<file path="config.mk">
export PLATFORM = sky130hd
export DESIGN_NAME = door_supervisor
export DESIGN_NICKNAME = d
export VERILOG_FILES = /design/src/rtl/door_pkg.sv /design/src/rtl/door_timer.sv /design/src/rtl/door_supervisor.sv
export SDC_FILE = /design/constraint.sdc
export NUM_CORES = 1
export LEC_CHECK = 0
export ABC_AREA = 1
export BUFFER_PORTS_ARGS = -buffer_cell sky130_fd_sc_hd__buf_2
export CORE_UTILIZATION = 52
export DETAILED_ROUTE_END_ITERATION = 10
export GPL_ROUTABILITY_DRIVEN = 0
export PLACE_DENSITY = 0.71
export SYNTH_ARGS = -nofsm -noshare
export SYNTH_HDL_FRONTEND = slang
export SYNTH_HIERARCHICAL = 1
export SYNTH_SLANG_ARGS = --single-unit
</file>
<file path="constraint.sdc">
create_clock -name clk -period 5.8 [get_ports clk]
set_input_delay 1.16 -clock clk [delete_from_list [all_inputs] [get_ports clk]]
set_output_delay 1.16 -clock clk [all_outputs]
set_load 0.05 [all_outputs]
</file>
<file path="src/rtl/door_pkg.sv">
// Shared definitions for the garage door supervisor: state encoding,
// state width and default timing parameters.
package door_pkg;

    localparam int unsigned STATE_W            = 3;
    localparam int unsigned TRAVEL_TIMEOUT_DEF = 16;
    localparam int unsigned AUTO_CLOSE_DEF     = 20;
    localparam int unsigned LIGHT_HOLD_DEF     = 30;

    typedef enum logic [STATE_W-1:0] {
        ST_CLOSED  = 3'd0,
        ST_OPENING = 3'd1,
        ST_OPEN    = 3'd2,
        ST_CLOSING = 3'd3,
        ST_FAULT   = 3'd4
    } state_e;

    function automatic logic is_moving(input state_e st);
        return (st == ST_OPENING) || (st == ST_CLOSING);
    endfunction

endpackage

</file>
<file path="src/rtl/door_timer.sv">
// Saturating up-counter with synchronous clear and enable; tc flags the
// terminal value MAX-1, where the count stops rather than wrapping.
module door_timer #(
    parameter int unsigned MAX = 16
) (
    input  logic clk,
    input  logic rst,
    input  logic clr,
    input  logic en,
    output logic tc
);

    localparam int unsigned    W    = $clog2(MAX + 1);
    localparam logic [W-1:0]   TERM = W'(MAX - 1);

    logic [W-1:0] cnt_q, cnt_d;

    // NOTE: cnt_d takes a default before any branch so no path leaves it unassigned (no latch).
    always_comb begin
        cnt_d = cnt_q;
        if (clr) begin
            cnt_d = '0;
        end else if (en && (cnt_q != TERM)) begin
            cnt_d = cnt_q + W'(1);
        end
    end

    // NOTE: state flops use non-blocking assignments so every flop samples pre-edge values.
    always_ff @(posedge clk or posedge rst) begin
        if (rst) begin
            cnt_q <= '0;
        end else begin
            cnt_q <= cnt_d;
        end
    end

    assign tc = (cnt_q == TERM);

endmodule

</file>
<file path="src/rtl/door_supervisor.sv">
// Garage door supervisor: Moore FSM driving the motor, courtesy light and
// fault indicator from buttons, limit switches and the obstruction sensor.
module door_supervisor
    import door_pkg::*;
#(
    parameter int unsigned TRAVEL_TIMEOUT = TRAVEL_TIMEOUT_DEF,
    parameter int unsigned AUTO_CLOSE     = AUTO_CLOSE_DEF,
    parameter int unsigned LIGHT_HOLD     = LIGHT_HOLD_DEF
) (
    input  logic               clk,
    input  logic               r,
    input  logic               bw,
    input  logic               br,
    input  logic               c,
    input  logic               o,
    input  logic               s,
    output logic               u,
    output logic               d,
    output logic               light,
    output logic               fault,
    output logic [STATE_W-1:0] State
);

    localparam int unsigned   LW         = $clog2(LIGHT_HOLD + 1);
    localparam logic [LW-1:0] LIGHT_LOAD = LW'(LIGHT_HOLD);

    state_e        state_q, state_d;
    logic          resolve_q;
    logic          btn_prev_q;
    logic [LW-1:0] light_cnt_q, light_cnt_d;
    logic          u_q, d_q, light_q, fault_q;

    logic press;
    logic state_change;
    logic travel_tc;
    logic auto_tc;

    assign press        = (bw | br) & ~btn_prev_q;
    assign state_change = (state_d != state_q);

    door_timer #(.MAX(TRAVEL_TIMEOUT)) u_travel_timer (
        .clk (clk),
        .rst (r),
        .clr (state_change),
        .en  (is_moving(state_q)),
        .tc  (travel_tc)
    );

    door_timer #(.MAX(AUTO_CLOSE)) u_auto_close (
        .clk (clk),
        .rst (r),
        .clr ((state_change && (state_d == ST_OPEN)) || s),
        .en  ((state_q == ST_OPEN) && !s),
        .tc  (auto_tc)
    );

    always_comb begin
        state_d = state_q;
        if (resolve_q) begin
            // First edge out of reset only learns where the door physically is.
            if (c && o)      state_d = ST_FAULT;
            else if (o)      state_d = ST_OPEN;
            else if (c)      state_d = ST_CLOSED;
            else             state_d = ST_OPENING;
        end else if ((state_q != ST_FAULT) && c && o) begin
            state_d = ST_FAULT;
        end else begin
            case (state_q)
                ST_CLOSED:  if (press) state_d = ST_OPENING;
                ST_OPENING: begin
                    if (o)              state_d = ST_OPEN;
                    else if (travel_tc) state_d = ST_FAULT;
                end
                ST_OPEN: begin
                    if ((press || auto_tc) && !s) state_d = ST_CLOSING;
                end
                ST_CLOSING: begin
                    if (s || press)     state_d = ST_OPENING;
                    else if (c)         state_d = ST_CLOSED;
                    else if (travel_tc) state_d = ST_FAULT;
                end
                default:    state_d = state_q;
            endcase
        end
    end

    always_comb begin
        light_cnt_d = light_cnt_q;
        if (is_moving(state_q) && !is_moving(state_d)) begin
            light_cnt_d = LIGHT_LOAD;
        end else if (light_cnt_q != '0) begin
            light_cnt_d = light_cnt_q - LW'(1);
        end
    end

    // Outputs are registered from next-state so they track State with no extra lag.
    always_ff @(posedge clk or posedge r) begin
        if (r) begin
            state_q     <= ST_CLOSED;
            resolve_q   <= 1'b1;
            btn_prev_q  <= 1'b0;
            light_cnt_q <= '0;
            u_q         <= 1'b0;
            d_q         <= 1'b0;
            light_q     <= 1'b0;
            fault_q     <= 1'b0;
        end else begin
            state_q     <= state_d;
            resolve_q   <= 1'b0;
            btn_prev_q  <= bw | br;
            light_cnt_q <= light_cnt_d;
            u_q         <= (state_d == ST_OPENING);
            d_q         <= (state_d == ST_CLOSING);
            light_q     <= is_moving(state_d) || (light_cnt_d != '0);
            fault_q     <= (state_d == ST_FAULT);
        end
    end

    assign u     = u_q;
    assign d     = d_q;
    assign light = light_q;
    assign fault = fault_q;
    assign State = state_q;

endmodule

</file>
==> results by group, run 1 <==
Placed design
  – HPWL after detailed placement: between 2000 and 2500 um
  – Placed Instance Area: 1590 um2
  – I/O Buffers: 13

Timing
  – Period Utilization, post-route: 0.448
  – Fin crit period: 2.60 ns
  – Worst-Margin Slew: between 1 and 1.5 ns
  – Setup-failing EPs final: 0
  – Final Max Slew Viols: 0
  – Final hold vios: 0
  – Skew final: roughly 0.0032 ns
  – RSZ-0062 raised after global routing: false
  – Slew HR: 0.218
  – Total Neg Setup Slack: 0 ns
  – Fmax: roughly 380 MHz

Cells and area
  – Layout Nets: between 200 and 250
  – Register area: 602 um2
  – Area of the multi-input gates: 733 um2
  – Fraction of final layout cells sized beyond drive strength 1: 0.198
  – Fill cell count: 270
  – Antenna cells: 0
  – Synth-to-layout area growth: 8.05%
  – Final Cell Area: 1650 um2

Detailed routing
  – Avg WL per Cell: about 12 um
  – Via-to-Cell Ratio: about 5.2
  – Routed WL: 2920 um
  – Met3 WL: ~110 um
  – DRC Markers: 0
  – Routed length on met2: 1440 um
  – Starting DRT DRC Count: 60
  – Highest Signal Layer: met4
  – Vias: about 1.3k
  – Initial DRT Pass Iterations: 4
  – Post-DRT Antenna Nets: 0
  – Post-Route M1 WL: around 1300 um

Yosys
  – Ys async rst share: 1.00
  – Post-synth top cells: nand2_1 (41), inv_1 (34), dfrtp_1 (23), nand3_1 (23), nor2_1 (18)
  – Most common cell in the netlist: nand2_1
  – Cell variety after synth: 32
  – Synth Cell Area: around 1500 um2
  – Avg Cell Area, Syn: approximately 7.5 um2
  – Mapped Cells: roughly 200
  – Post-synth EDFFs: 0
  – Sequential-to-total area share from yosys stat: 0.395
  – Ys flop type: dfrtp_1
  – Synth Warn #: 6
  – Top cell type's share of synthesized area: 0.378
  – Flops & latches, synth: 24
  – Net Count, Synth: between 200 and 250
  – Yosys top cell by area: dfrtp_1
  – Largest cells by area after synthesis: dfrtp_1 (38%), nand2_1 (10%), inv_1 (8.4%)

Run status
  – Status: complete, no violations

Power and ir drop
  – Comb power frac: 0.325
  – P_leak: 0.000874 uW
  – Sequential power share: 0.433
  – Psw: about 180 uW
  – Design Power: about 490 uW
  – Cell internal pwr: 312 uW
  – Sw Ratio: 0.362
  – Pwr dens: 298 nW/um2
  – Peak VDD IR: ~0.24 mV
  – Clock power frac: 0.242

Setup path
  – Crit path kind: register to register
  – Reg-to-reg endpoint: u_auto_close/cnt_q[0]
  – Reg2Reg Setup Slack: between 3 and 4 ns
  – Reg2Reg Depth: 19
  – Reg2reg start: u_travel_timer/cnt_q[0]
  – CP Max Fanout: 6
  – WP data required: a little over 6 ns
  – CP Launch Type: register
  – Crit path capture type: register
  – Critical path data arrival time: around 2.9 ns

CTS
  – Maximum buffer depth of the clock tree: 2
  – Root buffer cell: clkbuf_4
  – Worst-Skew Late Latency: 0.31 ns
  – Post_cts resized: 0
  – Sink Count: 24
  – H-tree depth: 1
  – Hold_buf cts: 0
  – Post-CTS setup buffer count: 0
  – CTS tree: done
  – Num CTS Buffers: 3
  – Clk slew on worst S/H paths: ~0.13 ns

Die
  – Row count: 19
  – Core area: around 2800 um2
  – Starting Density: 0.552
  – Die W: between 50 and 60 um
  – Die area: ~3100 um2
  – Height of the chip: around 56 um
  – IO Count: 14

Global route
  – Overflow after GRT: 0
  – First-pass GRT wire length: ~5000 um
  – Largest net degree at the start of global routing: 15
  – Antenna violations before repair: 0
  – Vias in the first global route: 1266
  – GRT Overall Usage: 0.204

Run
  – Max Cap Violations: 0

Worst hold path
  – Hold Path Cell Cnt: 2
  – Min-Delay Endpoint: u_auto_close/cnt_q[4]
  – Worst min path class: register to register
  – Min-delay src: u_auto_close/cnt_q[4]
[worst max-delay path, cell delays in order, from the launching register on]
cell	delay [ns]
dfrtp_1	0.44
ha_1	0.23
inv_2	0.07
nor2_1	0.05
ha_1	0.23
inv_1	0.13
nand2_1	0.06
nor2_1	0.11
nand3_1	0.07
nand2_1	0.08
nand2_1	0.05
nand2_1	0.08
nand2_2	0.08
nand3_1	0.09
nand3_1	0.09
o21bai_1	0.13
nand2_1	0.12
inv_1	0.19
nand4_1	0.14
o21ai_2	0.10
[routing by layer]
layer	up-vias	global-route usage
li1	662	-
met1	602	0.260
met2	30	0.354
met5	-	0
met3	4	0.0256
met4	0	0.0732
[registers in the layout, summed over array words and instances (netlist names)]
name,count
State,3
btn_prev_q,1
d,1
fault,1
light,1
light_cnt_q,5
resolve_q,1
u,1
u_auto_close/cnt_q,5
u_travel_timer/cnt_q,5
[cells in the final DEF (no fill, tap or decap)]
master,count
a211oi_1,1
a21oi_1,8
a21oi_2,2
buf_2,13
bufinv_16,1
clkbuf_4,3
clkinv_1,1
clkinv_2,1
conb_1,1
dfrtp_1,23
dfstp_2,1
ha_1,4
inv_1,34
inv_2,3
inv_4,1
nand2_1,41
nand2_2,8
nand2_4,4
nand3_1,23
nand3_2,1
nand4_1,7
nor2_1,18
nor2_2,1
nor2_4,1
nor3_1,3
nor3_2,1
nor4_1,1
o211ai_1,1
o21ai_0,2
o21ai_1,1
o21ai_2,2
o21bai_1,1
or2_1,1
xor2_1,3
[logic make-up after synthesis]
logic type / synth area share
simple gates: 0.355
buf+inv: 0.123
flops: 0.395
compound gates: 0.0740
fa+ha+maj: 0.0329
xor+xnor: 0.0173
other cells: 0.00246
[how the worst max path moves through the flow]
stage,from,end,slack [ns],cells after the start
after floorplan,br,u_auto_close/cnt_q[3],3.29,14
after detailed placement,br,u_auto_close/cnt_q[0],2.96,14
after CTS,u_travel_timer/cnt_q[0],u_auto_close/cnt_q[0],3.24,19
after global placement,br,u_auto_close/cnt_q[3],3.05,15
after global routing,u_travel_timer/cnt_q[0],u_auto_close/cnt_q[0],2.97,19
final,u_travel_timer/cnt_q[0],u_auto_close/cnt_q[0],3.20,19
[power by group through the flow]
stage,sequential (uW),combinational [uW],clock (uW)
global route,215,179,130
finish,212,159,118
global placement,214,149,0
CTS,212,158,124
floorplan,224,116,0
detailed placement,215,157,0
[cell type report]
class | instances | share of cell area
multi-input combinational | 136 | 0.446
sequential | 24 | 0.366
inverter | 40 | 0.0935
timing repair buffer | 13 | 0.0395
tap | 31 | 0.0236
clock inverter | 1 | 0.0183
clock buffer | 3 | 0.0137
[through the flow]
step                      hold WS (ns)  worst slack, ns  cells  utilization
after floorplan                  0.485             3.29    203            -
after global placement           0.498             3.05    244        0.578
after detailed placement         0.508             2.96    244        0.578
after CTS                        0.523             3.24    248        0.597
after global routing             0.587             2.97    248        0.597
final                            0.521             3.20    248        0.597
Power figures use the tool's default switching activity.
==> inputs of run 2 (changes only) <==
PLACE_DENSITY = 0.74   (was 0.71)
clock period = 2.1 ns   (was 5.8 ns; I/O delays follow)
==> run 2 against run 1 <==
The flow now finishes with violations (setup timing). Core utilization increased by 6.8 points. Final area rose by 11%. Global-route usage increased by 1.1 points. Sequential power grew to 2.8 times the previous value. Fmax rose by 18%. Critical endpoint is now u_auto_close/cnt_q[3].
==> results by group, run 2 (synthesized netlist as in run 1, its figures left out) <==
Detailed routing
  – Initial DRT Pass Iterations: 4 (unchanged)
  – Post-DRT Antenna Nets: 0 (unchanged)
  – Starting DRT DRC Count: 93 (+55%)
  – Routed WL: 3290 um (+13%)
  – DRC Markers: 0 (unchanged)
  – Avg WL per Cell: 12.3 um (+4.6%)
  – Vias: 1385 (+6.7%)
  – Via-to-Cell Ratio: 5.19 (-0.89%)

CTS
  – Worst-Skew Late Latency: 0.31 ns (about the same)
  – H-tree depth: 1 (unchanged)
  – Maximum buffer depth of the clock tree: 2 (unchanged)
  – Num CTS Buffers: 3 (unchanged)
  – Root buffer cell: clkbuf_4
  – CTS tree: done
  – Clk slew on worst S/H paths: 0.13 ns (about the same)
  – Sink Count: 24 (unchanged)

Cells and area
  – Commonest non-fill, non-tap cell in the layout: nand2_1
  – Layout Nets: 248 (+8.3%)
  – Fill cell count: 236 (-13%)
  – Core Util, Final: 0.665 (+0.0681)
  – Synth-to-layout area growth: 20.4%
  – Most frequent cells in the layout: nand2_1 (39), inv_1 (32), dfrtp_1 (23), nand3_1 (20)
  – Largest regs: light_cnt_q (5), u_auto_close/cnt_q (5), u_travel_timer/cnt_q (5)
  – Area of the multi-input gates: 769 um2 (+4.9%)
  – Non-Filler Instances: 267 (+7.7%)
  – Antenna cells: 0 (unchanged)
  – Register area: 602 um2 (unchanged)
  – Fraction of final layout cells sized beyond drive strength 1: 0.305 (+0.107)

Run status
  – Status: complete, but fails checks
  – Failing checks: setup timing

Run
  – Max Cap Violations: 0 (unchanged)

Die
  – Die W: 56.1 um (unchanged)
  – IO Count: 14 (unchanged)
  – Row count: 19 (unchanged)
  – Height of the chip: 56.1 um (unchanged)
  – Core area: 2760 um2 (unchanged)
  – Starting Density: 0.552 (unchanged)
  – Die area: 3150 um2 (unchanged)

Power and ir drop
  – Cell internal pwr: 892 uW (+190%)
  – Peak VDD IR: 0.658 mV (+180%)
  – P_leak: 0.000974 uW (+11%)
  – Psw: 507 uW (+190%)
  – Sw Ratio: 0.363 (+0.000431)
  – Clock power frac: 0.238 (-0.004)
  – Sequential power share: 0.419 (-0.014)
  – Pwr dens: 763 nW/um2 (+160%)
  – Comb power frac: 0.343 (+0.018)

Global route
  – Met3 Usage GRT: 0.0209 (-0.00465)
  – GRT Overall Usage: 0.215 (+0.0107)
  – Antenna violations before repair: 0 (unchanged)
  – Met2 Usage GRT: 0.361 (+0.00680)
  – First-pass GRT wire length: 5300 um (+2.8%)
  – Overflow after GRT: 0 (unchanged)
  – Largest net degree at the start of global routing: 15 (unchanged)
  – Vias in the first global route: 1252 (-1.1%)
  – Met1 Resource Use GR: 0.288 (+0.0275)
  – Busiest layer in global routing: met2

Timing
  – Worst-Margin Slew: 0.569 ns (-0.593 ns)
  – Slew HR: 0.620 (+0.402)
  – RSZ-0062 raised after global routing: true
  – Worst Slack Setup Final: -0.112 ns (-3.31 ns)
  – Worst hold margin: 0.318 ns (-0.202 ns)
  – Fin crit period: 2.21 ns (-0.389 ns)
  – Skew final: 0.00318 ns (+0.00000974 ns)
  – Period Utilization, post-route: 1.05 (+0.605)
  – Setup-failing EPs final: 7 (+7)
  – Final Max Slew Viols: 0 (unchanged)
  – Fmax: 452 MHz (+18%)
  – Final hold vios: 0 (unchanged)

Setup path
  – WP data required: 2.32 ns (-3.73 ns)
  – Largest delay share family, worst path: simple AND/OR/NAND/NOR gates
  – Crit path kind: register to register
  – Worst path depth: 20 (+1)
  – Crit path capture type: register
  – Max incr delay on CP: 0.41 ns (-0.03 ns)
  – Cells along the critical path: ha_2 > inv_2 > nor2_2 > ha_2 > inv_2 > nand2_1 > nor2_1 > nand3_1 > nand2_1 > nand2_1 > nand2_1 > nand2_2 > nand3_2 > nand3_2 > o21bai_1 > nand2_2 > inv_4 > nand2_2 > nand2_1 > nand2_1
  – CP Launch Type: register
  – CP dominant cell by count: nand2_1
  – Reg2reg start: u_travel_timer/cnt_q[1]
  – Crit path from: u_travel_timer/cnt_q[1]
  – CP max stage cell: dfrtp_1
  – CP Max Fanout: 6 (unchanged)
  – Critical path data arrival time: 2.43 ns (-0.42 ns)
  – Buf+Inv Stages, Crit Path: 3 (unchanged)
  – Reg2Reg Depth: 20 (+1)

Worst hold path
  – Min-delay src: br
  – Hold Path Cell Cnt: 3 (+1)
  – Worst min path class: input pin to register

Placed design
  – Dpl ws: -0.102 ns (-3.07 ns)
  – I/O Buffers: 13 (unchanged)
  – Inst Count DP: 258 (+5.7%)
  – HPWL after detailed placement: 2420 um (+3.9%)
-- run 2: changes by cell type in the layout (fill, tap and decap cells not counted), moves of 2 or more --
cell / change
buf_4: +17
nand3_1: -3
nand3_2: +3
ha_1: -2
ha_2: +2
inv_1: -2
nand2_1: -2
-- run 2: cell type report --
class,instances,share of cell area
clock buffers,3,0.0123
clock inverters,1,0.0164
well taps,31,0.0212
multi-input cells,136,0.420
flip-flops and latches,24,0.328
repair buffers,32,0.117
inverters,40,0.0853
-- run 2: power by group through the flow --
stage	sequential [uW]	clock, uW	combinational [uW]
final	587	333	480
after global routing	594	361	534
after CTS	586	340	464
after detailed placement	594	0	457
after global placement	590	0	437
after floorplan	618	0	322
-- run 2: metal layers --
metal / routed length (um) / vias to the layer above / share of wire
met4: 32 / 0 / 0.0097
met2: 1620 / 38 / 0.49
met1: 1460 / 639 / 0.45
met3: 166 / 4 / 0.051
li1: - / 704 / -
met5: 0 / - / 0
-- run 2: through the flow --
step	power [uW]	setup TNS [ns]	instance area, um2
after floorplan	941	-0.0104	1540
after global placement	1030	-0.0152	1710
after detailed placement	1050	-0.257	1710
after CTS	1390	-0.440	1800
after global routing	1490	-1.91	1830
final	1400	-0.457	1830
-- run 2: worst register-to-register path: cells and delay by family, from the launching register on --
kind	cells	cell delay [ns]
flops	1	0.41
compound gates	1	0.16
fa+ha+maj	2	0.36
buf+inv	3	0.22
simple gates	14	0.98
-- run 2: worst paths after layout --
path / endpoint / slack, ns
worst min register to register: u_auto_close/cnt_q[4] / 0.54
worst min-delay path: btn_prev_q / 0.32
min in group asynchronous: u_travel_timer/cnt_q[2] / 0.55
max in group asynchronous: resolve_q / 1.03
worst max-delay path: u_auto_close/cnt_q[3] / -0.11
worst max register to register: u_auto_close/cnt_q[3] / -0.11
-- run 2: timing repair --
item	CTS	global route
resized for setup	1	7
pin swaps	8	4
endpoints found under the setup margin	9	14
buffers inserted	2	2
hold endpoints to repair	7	0
hold buffers	1	0
==> inputs of run 3 (changes only) <==
TNS_END_PERCENT = 5   (was unset)
==> run 3 against run 2 <==
The flow still finishes with violations (setup timing). Wire length grew 3.8%. Sequential share of layout area increased by 0.45 points. Clock-buffer cell count did not move. Combinational power about the same. Total power is 0.58% higher. Non-clock buffer count down 1. Critical path type unchanged. Largest cell class unchanged. Highest routed layer unchanged.
==> results by group, run 3 (synthesized netlist as in run 1, its figures left out) <==
Timing
  – Final Max Slew Viols: 0 (unchanged)
  – RSZ-0062 raised after global routing: true
  – Setup-failing EPs final: 9 (+2)
  – Final hold vios: 0 (unchanged)
  – Worst hold margin: 0.324 ns (+0.00550 ns)
  – Worst Slack Setup Final: -0.258 ns (-0.146 ns)
  – Worst-Margin Slew: 0.589 ns (+0.0202 ns)
  – Period Utilization, post-route: 1.12 (+0.0695)
  – Fin crit period: 2.36 ns (+0.146 ns)
  – Skew final: 0.00143 ns (-0.00175 ns)
  – Total Neg Setup Slack: -1.59 ns (-1.13 ns)
  – Fmax: 424 MHz (-6.2%)
  – Slew HR: 0.607 (-0.0135)

Die
  – Core area: 2760 um2 (unchanged)
  – Height of the chip: 56.1 um (unchanged)
  – Die W: 56.1 um (unchanged)
  – IO Count: 14 (unchanged)
  – Row count: 19 (unchanged)
  – Starting Density: 0.552 (unchanged)
  – Die area: 3150 um2 (unchanged)

Power and ir drop
  – Psw: 516 uW (+1.8%)
  – Cell internal pwr: 891 uW (about the same)
  – Sequential power share: 0.419 (about the same)
  – Comb power frac: 0.344 (about the same)
  – Sw Ratio: 0.367 (+0.00422)
  – P_leak: 0.000963 uW (-1.1%)
  – Clock power frac: 0.238 (about the same)
  – Pwr dens: 778 nW/um2 (+2.0%)
  – Peak VDD IR: 0.726 mV (+10%)

Placed design
  – HPWL after detailed placement: 2600 um (+7.5%)
  – Dpl ws: -0.131 ns (-0.0295 ns)
  – I/O Buffers: 13 (unchanged)

Global route
  – Vias in the first global route: 1412 (+13%)
  – First-pass GRT wire length: 5890 um (+11%)
  – Largest net degree at the start of global routing: 15 (unchanged)
  – GRT Overall Usage: 0.240 (+0.0250)
  – Overflow after GRT: 0 (unchanged)
  – Antenna violations before repair: 0 (unchanged)

Setup path
  – Buf+Inv Stages, Crit Path: 3 (unchanged)
  – WP data required: 2.33 ns (about the same)
  – CP max stage cell: dfrtp_1
  – CP Launch Type: register
  – Largest delay share family, worst path: simple AND/OR/NAND/NOR gates
  – Cells along the critical path: ha_2 > inv_2 > nor2_2 > ha_2 > inv_2 > nand2_1 > nor2_1 > nand3_1 > nand2_1 > nand2_1 > nand2_1 > nand2_2 > nand3_2 > nand3_2 > o21bai_1 > nand2_1 > inv_2 > nand2_2 > nand2_1 > nand2_1
  – Reg2Reg Setup Slack: -0.26 ns (-0.15 ns)
  – Reg2reg start: u_travel_timer/cnt_q[0]
  – Reg-to-reg endpoint: u_auto_close/cnt_q[3]
  – Reg2Reg Depth: 20 (unchanged)
  – CP Max Fanout: 6 (unchanged)
  – Critical path data arrival time: 2.58 ns (+0.15 ns)
  – Crit path kind: register to register
  – Crit path capture type: register
  – Max incr delay on CP: 0.41 ns (about the same)
  – CP dominant cell by count: nand2_1

Cells and area
  – Antenna cells: 0 (unchanged)
  – Synth-to-layout area growth: 18.7%
  – Fraction of final layout cells sized beyond drive strength 1: 0.294 (-0.0115)
  – Most frequent cells in the layout: nand2_1 (41), inv_1 (32), dfrtp_1 (23), nand3_1 (21)
  – Commonest non-fill, non-tap cell in the layout: nand2_1
  – Layout Nets: 247 (-0.40%)
  – Largest regs: light_cnt_q (5), u_auto_close/cnt_q (5), u_travel_timer/cnt_q (5)
  – Fill cell count: 235 (-0.42%)

Detailed routing
  – DRC Markers: 0 (unchanged)
  – Avg WL per Cell: 12.8 um (+4.2%)
  – Post-DRT Antenna Nets: 0 (unchanged)
  – Initial DRT Pass Iterations: 4 (unchanged)
  – Starting DRT DRC Count: 69 (-26%)
  – Vias: 1419 (+2.5%)
  – Via-to-Cell Ratio: 5.33 (+2.8%)
  – Routed WL: 3410 um (+3.8%)

CTS
  – CTS tree: done
  – Clk slew on worst S/H paths: 0.13 ns (about the same)
  – Num CTS Buffers: 3 (unchanged)
  – H-tree depth: 1 (unchanged)
  – Root buffer cell: clkbuf_4
  – Worst-Skew Late Latency: 0.31 ns (about the same)
  – Maximum buffer depth of the clock tree: 2 (unchanged)
  – Sink Count: 24 (unchanged)

Run status
  – Failing checks: setup timing
  – Status: complete, but fails checks

Run
  – Max Cap Violations: 0 (unchanged)

Worst hold path
  – Worst min path class: input pin to register
  – Hold Path Cell Cnt: 3 (unchanged)
  – Min-Delay Endpoint: btn_prev_q
  – Min-delay src: br
run 3: final cells by class:
cell class                      count  area [um2]  share of cell area
Tap cell                           31        38.8              0.0215
Clock inverter                      1        30.0              0.0166
Clock buffer                        3        22.5              0.0125
Timing Repair Buffer               31         203               0.112
Inverter                           40         154              0.0851
Sequential cell                    24         602               0.333
Multi-Input combinational cell    136         758               0.419
run 3: repair_timing:
item | CTS | global route
setup endpoints to repair | 10 | 10
pin swaps | 7 | 3
hold buffers | 1 | 0
resized for setup | 4 | 1
hold endpoints to repair | 10 | 0
buffers inserted | 2 | 1
run 3: worst max path at each step:
stage | end | start | cells after the start | slack, ns
2_1_floorplan | u_auto_close/cnt_q[3] | u_travel_timer/cnt_q[0] | 20 | -0.02
3_3_place_gp | u_auto_close/cnt_q[3] | u_travel_timer/cnt_q[1] | 20 | -0.02
3_5_place_dp | u_auto_close/cnt_q[3] | u_travel_timer/cnt_q[1] | 20 | -0.13
4_1_cts | u_auto_close/cnt_q[3] | u_travel_timer/cnt_q[0] | 20 | -0.17
5_1_grt | u_auto_close/cnt_q[3] | u_travel_timer/cnt_q[0] | 20 | -0.46
6_report | u_auto_close/cnt_q[3] | u_travel_timer/cnt_q[0] | 20 | -0.26
run 3: routing by layer:
metal | wire (um) | GRT usage | vias to the layer above
met5 | 0 | 0 | -
met4 | 45 | 0.115 | 0
met3 | 109 | 0.0302 | 6
met2 | 1730 | 0.408 | 29
met1 | 1530 | 0.299 | 681
li1 | - | - | 703
run 3: metrics by stage:
| stage | cell area, um2 | util | total power, uW | cells |
|---|---|---|---|---|
| global placement | 1700 | 0.618 | 1020 | 258 |
| CTS | 1800 | 0.652 | 1400 | 265 |
| global route | 1810 | 0.656 | 1510 | 266 |
| detailed placement | 1700 | 0.618 | 1060 | 258 |
| finish | 1810 | 0.656 | 1410 | 266 |
| floorplan | 1530 | - | 938 | 203 |
run 3: power groups by stage:
stage               Combinational, uW  Clock (uW)  Sequential (uW)
finish                            483         334              589
global route                      537         374              596
CTS                               475         342              586
detailed placement                464           0              594
global placement                  434           0              590
floorplan                         320           0              618
run 3: worst register-to-register path: cells and delay by family (launching register included):
family	cells	cell delay (ns)
AND/OR/NAND/NOR	14	1.05
flip-flops	1	0.41
adder cells (fa/ha/maj)	2	0.36
buffers and inverters	3	0.26
AO/OA/AOI/OAI	1	0.19
